$ cat config.mk
export PLATFORM = sky130hd
export DESIGN_NAME = if_fetch_flat
export DESIGN_NICKNAME = d
export VERILOG_FILES = /design/src/rtl/if_fetch_if.sv /design/src/rtl/if_fetch.sv /design/src/flat_wrapper.sv
export SDC_FILE = /design/constraint.sdc
export NUM_CORES = 1
export LEC_CHECK = 0
export CAP_MARGIN = 25
export CORE_MARGIN = 4
export CORE_UTILIZATION = 40
export DETAILED_ROUTE_END_ITERATION = 10
export GPL_TIMING_DRIVEN = 1
export PLACE_DENSITY = 0.76
export SYNTH_ARGS = -nofsm -noshare
export SYNTH_HDL_FRONTEND = slang
export SYNTH_SLANG_ARGS = --single-unit
export TNS_END_PERCENT = 1
$ cat constraint.sdc
create_clock -name clk_i -period 3.5 [get_ports clk_i]
set_clock_uncertainty 0.15 [all_clocks]
set_input_delay 0.875 -clock clk_i [delete_from_list [all_inputs] [get_ports clk_i]]
set_output_delay 0.875 -clock clk_i [all_outputs]
set_load 0.01 [all_outputs]
$ cat src/rtl/if_fetch_if.sv
// Instruction-memory request/response bundle between the fetch stage (master)
// and the instruction memory (slave).
interface if_fetch_if;
    logic        imem_req_o;
    logic [31:0] imem_addr_o;
    logic        imem_ready_i;
    logic [31:0] imem_rdata_i;

    modport master (
        output imem_req_o,
        output imem_addr_o,
        input  imem_ready_i,
        input  imem_rdata_i
    );

    modport slave (
        input  imem_req_o,
        input  imem_addr_o,
        output imem_ready_i,
        output imem_rdata_i
    );
endinterface

$ cat src/rtl/if_fetch.sv
// Instruction-fetch stage: owns the PC, talks to a variable-latency imem over
// req/ready, and feeds IF/ID one instruction (or a NOP bubble) per cycle.
module if_fetch #(
    parameter logic [31:0] RESET_PC  = 32'h0000_0000,
    parameter logic [31:0] NOP_INSTR = 32'h0000_0000
) (
    input  logic        clk_i,
    input  logic        rst_i,
    input  logic        hazard_i,
    input  logic        branch_i,
    input  logic [31:0] branch_target_i,
    if_fetch_if.master  imem,
    output logic [31:0] pc_o,
    output logic [31:0] instr_o,
    output logic        flush_o
);

    typedef enum logic [1:0] {
        S_REQ   = 2'd0,
        S_HOLD  = 2'd1,
        S_DRAIN = 2'd2
    } state_t;

    state_t      state_q, state_d;
    logic [31:0] pc_r,     pc_d;
    logic [31:0] addr_r,   addr_d;
    logic [31:0] buf_r,    buf_d;
    logic [31:0] buf_pc_r, buf_pc_d;

    logic        req_c;
    logic [31:0] addr_c;
    logic [31:0] instr_c;
    logic [31:0] pc_out_c;

    always_ff @(posedge clk_i) begin
        if (rst_i) begin
            state_q  <= S_REQ;
            pc_r     <= RESET_PC;
            addr_r   <= RESET_PC;
            buf_r    <= '0;
            buf_pc_r <= '0;
        end else begin
            state_q  <= state_d;
            pc_r     <= pc_d;
            addr_r   <= addr_d;
            buf_r    <= buf_d;
            buf_pc_r <= buf_pc_d;
        end
    end

    always_comb begin
        state_d  = state_q;
        pc_d     = pc_r;
        addr_d   = addr_r;
        buf_d    = buf_r;
        buf_pc_d = buf_pc_r;
        req_c    = 1'b0;
        addr_c   = pc_r;
        instr_c  = NOP_INSTR;
        pc_out_c = '0;

        unique case (state_q)
            S_REQ: begin
                req_c  = 1'b1;
                addr_c = pc_r;
                // addr_r tracks the live request so a redirect can keep it for DRAIN
                addr_d = pc_r;
                if (branch_i) begin
                    pc_d = branch_target_i;
                    if (!imem.imem_ready_i) begin
                        state_d = S_DRAIN;
                    end
                end else if (imem.imem_ready_i) begin
                    instr_c  = imem.imem_rdata_i;
                    pc_out_c = pc_r;
                    pc_d     = pc_r + 32'd4;
                    if (hazard_i) begin
                        buf_d    = imem.imem_rdata_i;
                        buf_pc_d = pc_r;
                        state_d  = S_HOLD;
                    end
                end
            end

            S_HOLD: begin
                if (branch_i) begin
                    pc_d    = branch_target_i;
                    addr_d  = branch_target_i;
                    state_d = S_REQ;
                end else begin
                    instr_c  = buf_r;
                    pc_out_c = buf_pc_r;
                    if (!hazard_i) begin
                        addr_d  = pc_r;
                        state_d = S_REQ;
                    end
                end
            end

            S_DRAIN: begin
                req_c  = 1'b1;
                addr_c = addr_r;
                if (branch_i) begin
                    pc_d = branch_target_i;
                end
                if (imem.imem_ready_i) begin
                    addr_d  = pc_d;
                    state_d = S_REQ;
                end
            end

            default: begin
                state_d = S_REQ;
            end
        endcase
    end

    always_comb begin
        imem.imem_req_o  = rst_i ? 1'b0 : req_c;
        imem.imem_addr_o = addr_c;
        instr_o          = rst_i ? NOP_INSTR : instr_c;
        pc_o             = rst_i ? '0 : pc_out_c;
        flush_o          = rst_i ? 1'b0 : branch_i;
    end

endmodule

$ cat src/flat_wrapper.sv
// flat-port wrapper written by rule: the top's interface ports become plain ports
module if_fetch_flat 
#(
    parameter logic [31:0] RESET_PC  = 32'h0000_0000,
    parameter logic [31:0] NOP_INSTR = 32'h0000_0000
)
  (clk_i, rst_i, hazard_i, branch_i, branch_target_i, pc_o, instr_o, flush_o, imem_imem_req_o, imem_imem_addr_o, imem_imem_ready_i, imem_imem_rdata_i);
  if_fetch_if imem_i ();
  input  logic clk_i;
  input  logic rst_i;
  input  logic hazard_i;
  input  logic branch_i;
  input  logic [31:0] branch_target_i;
  output logic [31:0] pc_o;
  output logic [31:0] instr_o;
  output logic flush_o;
  output wire logic [$bits(imem_i.imem_req_o)-1:0] imem_imem_req_o;
  output wire logic [$bits(imem_i.imem_addr_o)-1:0] imem_imem_addr_o;
  input wire logic [$bits(imem_i.imem_ready_i)-1:0] imem_imem_ready_i;
  input wire logic [$bits(imem_i.imem_rdata_i)-1:0] imem_imem_rdata_i;
  assign imem_imem_req_o = imem_i.imem_req_o;
  assign imem_imem_addr_o = imem_i.imem_addr_o;
  assign imem_i.imem_ready_i = imem_imem_ready_i;
  assign imem_i.imem_rdata_i = imem_imem_rdata_i;
  if_fetch #(.RESET_PC(RESET_PC), .NOP_INSTR(NOP_INSTR)) u_core (.clk_i(clk_i), .rst_i(rst_i), .hazard_i(hazard_i), .branch_i(branch_i), .branch_target_i(branch_target_i), .imem(imem_i), .pc_o(pc_o), .instr_o(instr_o), .flush_o(flush_o));
endmodule
Word-level counts from Yosys, hierarchy flattened:

Index checks and enable logic that the tools add are counted.

* output and inout port bits: 98
* bits of input ports: 69
* register bits after elaboration: 130

* reductions and logical operators: 9
* bitwise operators: 1
* eq/ne operators: 7
* multiplexer cells: 30
* add/sub/neg operators: 1

Operators by type and width (count)
* $mux W32: 15
* $pmux W32 S2: 3
* $pmux W32 S3: 1
* $add A32 B3 Y32 const B: 1
* $mux W2: 7
* $ne A3 B3 Y1 const B: 4
* $pmux W2 S3: 1
* $reduce_and A5 Y1: 1
* $reduce_and A4 Y1: 1
* $reduce_or A2 Y1: 2
* $mux W1: 3
* $reduce_and A3 Y1: 1
* $reduce_bool A3 Y1: 1
* $eq A2 B1 Y1 const B: 1
* $eq A2 B2 Y1 const B: 1
* $logic_not A2 Y1: 1
* $ne A2 B2 Y1 const B: 1
* $reduce_and A2 Y1: 1
* $reduce_bool A2 Y1: 1
* $not A1 Y1: 1

Logic depth before layout (Yosys ltp):

* depth in word-level cells: 4
* depth in mapped cells: 8

Worst setup path before layout:

No wires, ideal clock.

* path type: input port to output port
* start: in branch_i
* end: out instr_o[10]
* path slack: 0.406 ns
* data required time: 2.475 ns
* cell stages on the path: 6
* data arrival time: 2.069 ns
* cells stage by stage: nor2b_1 and2_1 buf_2 buf_1 a22oi_1 nor2_1

* cells in the longest elaborated chain, start to end: 3
* elaborated cells on any way between the ends: 4
* those cells by class: 4 x mux

RTL lines
* start: declaration: line flat_wrapper.sv:12 `input logic branch_i;`
* $mux W32, on equally long branches: line if_fetch.sv:86, if_fetch.sv:68
* $pmux W32 S2 *: line if_fetch.sv:62 `unique case (state_q)`
* $mux W32 *: line if_fetch.sv:121 `instr_o = rst_i ? NOP_INSTR : instr_c;`
* end: declaration: line flat_wrapper.sv:15 `output logic [31:0] instr_o;`

Every way passes the cells marked *; elsewhere a longest branch is shown, timed or not.

Worst setup path in the final report:

* start: reg u_core.state_q[0]
* end: out imem_imem_addr_o[1]

* cells in the longest elaborated chain, start to end: 2

RTL lines
* start: declaration: line if_fetch.sv:24 `state_t state_q, state_d;`
* start signal: assignment: line if_fetch.sv:43 `state_q <= state_d;`
* $eq A2 B2 Y1: line if_fetch.sv:62
* $mux W32: line if_fetch.sv:62
* end: declaration: line flat_wrapper.sv:18 `output wire logic [$bits(imem_i.imem_addr_o)-1:0] imem_imem_addr_o;`

No other way between the ends.

==> metrics.cfg <==
[yosys]
synth_flop_cell=dfxtp_1
synth_nets=1028
synth_cells=954
async_flop_share_pct=0
synth_edf_count=0
ys_warn_count=0
synth-seq-area-share_pct=36.8
synth_cell_types=55
avgSynthCellArea_um2=7.42
ys_ff_latch=130
synth_area_mm2=0.00708

[power_and_ir_drop]
finalPower_mw=4.25
internal_power_mw=2.97
p_comb_share_pct=22.2
p_sw_mw=1.29
pwr-share-seq_pct=40.5
power.clock.fraction_pct=37.4
peakVddDrop_mv=0.343
swShare_pct=30.3
p_leak_nw=3.72
p_per_area_mw_per_mm2=449

[timing]
holdWs_ns=0.302
finalSetupViolCount=0
period_share_pct=94.9
slew_headroom_pct=64.8
rsz0062_at_grt=false
tightest_slew_ns=0.528
finalHoldViolations=0
fin_ws_ns=0.179
slew_viol_final=0
setup-tns-final_ns=0
fmax_mhz=301
min_period_ns=3.32

[routing]
vias=7518
ant_nets=0
drc=0
wl_per_cell_um=17.3
finalWirelength_mm=22.8
drtPass1Iterations=5
dr.first_iter.drc_count=621
via_per_inst=5.71

[clock_network]
clockBufferDepth=2
cts_root_buf=clkbuf_16
clk-insertion-delay-late_ns=0.43
post_cts_buffers=0
numCtsBuffers=17
cts_tree=yes
htree_levels=4
cts.sinks=130
clk_pin_slew_ns=0.06

[finish]
nets=1151
postLayoutCoreUtil_pct=54.8
fill_cells=1690
final_cells=1316
syn2layout_area_growth_pct=34.0
post_route_cells_drive_above_1_share_pct=10.5
design_area_mm2=0.00949

[global_route]
grt_pass1_vias=7278
grt_antenna_before_repair=1
grt_pass1_wl_mm=37.2
grt_max_degree=65
grt_use_total_pct=22.7
gr-total-overflow=0

[setup_path]
critPathMaxFanout=36
ff2ff_setup_slack_ns=0.83
crit_type=reg2out
cp.required_ns=2.47
reg2reg_to=u_core.pc_r[31]$_SDFFE_PP0P_
reg2regPathDepth=9
timing.rr.start=u_core.state_q[0]$_SDFFE_PP0P_
worstSetupStartpointType=flip-flop
endpoint_kind=primary output
critPathArrivalTime_ns=2.30

[job]
drv_cap=0

[die]
die_h_um=141
core-area_mm2=0.0173
num_rows=48
start_util_pct=40.9
ios=167
dieWidth_um=141
dieArea_mm2=0.0199

[placed_design]
hpwl_mm=15.3
placed_area_mm2=0.00900
portBuffers=166
routabilityCongestion=0.882
dp_cells=1283
dp_slack_ns=-0.102

[min_path]
holdCritStartpoint=u_core.buf_r[9]$_SDFFE_PP0P_
hold_path_depth=2
hold_class=reg2reg
min_to=u_core.buf_r[9]$_SDFFE_PP0P_

[outcome]
status=complete, no violations

synth_stat cells (2+ instances only):
library cell,n,area [um^2]
buf_4,2,15.0
nand3_1,42,210
o211ai_1,7,52.6
mux2_2,31,349
a22oi_1,73,548
a22o_1,5,43.8
inv_1,7,26.3
o32ai_1,2,17.5
and2_1,10,62.6
buf_2,14,70.1
or3_1,4,25.0
and3_1,8,50.1
mux2i_1,9,90.1
o22ai_1,6,37.5
a311oi_1,32,280
a21o_1,3,22.5
nand4_1,9,56.3
buf_1,7,26.3
and3_2,2,15.0
or4_1,4,30.0
ha_1,5,62.6
nor4_1,3,18.8
nand2_1,185,694
and4_1,6,52.6
nor2b_1,5,31.3
a21oi_1,79,395
o21ai_0,20,100
a32o_1,3,30.0
nor2_1,127,477
dfxtp_1,130,2600
o21a_1,2,15.0
clkbuf_1,75,282
o41ai_1,2,17.5
nor3_1,6,30.0
a31oi_1,4,25.0
o31ai_1,2,15.0
a211oi_1,5,37.5
critical path: stages, from the launching register on:
cell,delay [ns]
dfxtp_1,0.36
inv_2,0.11
ha_4,0.49
mux2_2,0.40
clkdlybuf4s50_1,0.52
final cells by class:
class | instances | area (um^2) | share of cell area, %
multi-input cells | 718 | 4090 | 43.1
flip-flops and latches | 130 | 2600 | 27.4
repair buffers | 203 | 1960 | 20.6
clock buffers | 21 | 460 | 4.85
well taps | 225 | 282 | 2.97
clock inverters | 11 | 63.8 | 0.673
inverters | 7 | 26.3 | 0.277
diodes | 1 | 2.50 | 0.0264
cells by family after synthesis:
logic type	Yosys count	share of synthesized area [%]
and+or+nand+nor	418	25.5
AOI/OAI and AO/OA	255	24.7
DFF	130	36.8
buffers and inverters	106	5.99
muxes	40	6.20
adders and majority gates	5	0.884
power groups by stage:
stage	combinational (mW)	clock (mW)	sequential (mW)
after detailed placement	0.946	0	1.75
after floorplan	0.590	0	1.68
after global routing	1.03	1.69	1.74
after global placement	0.933	0	1.74
after CTS	0.944	1.63	1.72
final	0.943	1.59	1.72
per-layer routing:
layer / global-route usage, % / part of all wire, %
met5: 0 / 0
met4: 7.24 / 1.5
met3: 5.43 / 6.8
met2: 37.4 / 49
met1: 29.4 / 43
worst max-delay path by stage:
stage	start	endpoint	slack [ns]	cells past startpoint
2_1_floorplan	branch_i	instr_o[10]	0.41	6
3_3_place_gp	imem_imem_ready_i	pc_o[31]	-0.09	6
3_5_place_dp	imem_imem_ready_i	pc_o[12]	-0.10	6
4_1_cts	imem_imem_ready_i	instr_o[6]	0.0003	6
5_1_grt	u_core.state_q[0]$_SDFFE_PP0P_	imem_imem_addr_o[1]	0.07	4
6_report	u_core.state_q[0]$_SDFFE_PP0P_	imem_imem_addr_o[1]	0.18	4
state kept, by name, summed over array words and instances, names as in the netlist:
signal and cells:
u_core.addr_r 32, u_core.buf_pc_r 32, u_core.buf_r 32, u_core.pc_r 32, u_core.state_q 2
timing repair:
| action | 4_1_cts | 5_1_grt |
|---|---|---|
| gates resized for setup | 65 | 5 |
| hold buffers | 0 | 0 |
| hold endpoints to repair | 0 | 0 |
| pin swaps | 0 | 0 |
| endpoints found under the setup margin | 96 | 4 |
layout by cell type (no fill, tap or decap), drive strengths merged, types with 6 or more instances in the layout:
cell type,instances
a21oi,80
a22oi,73
a311oi,32
and2,10
and3,10
and4,6
buf,39
clkbuf,21
clkdlybuf4s50,100
clkinv,9
dfxtp,130
dlygate4sd2,60
inv,7
mux2,31
mux2i,9
nand2,185
nand3,42
nand4,9
nor2,127
nor3,6
o211ai,7
o21ai,20
o22ai,6
No activity file was read; power rests on OpenSTA's default activity.
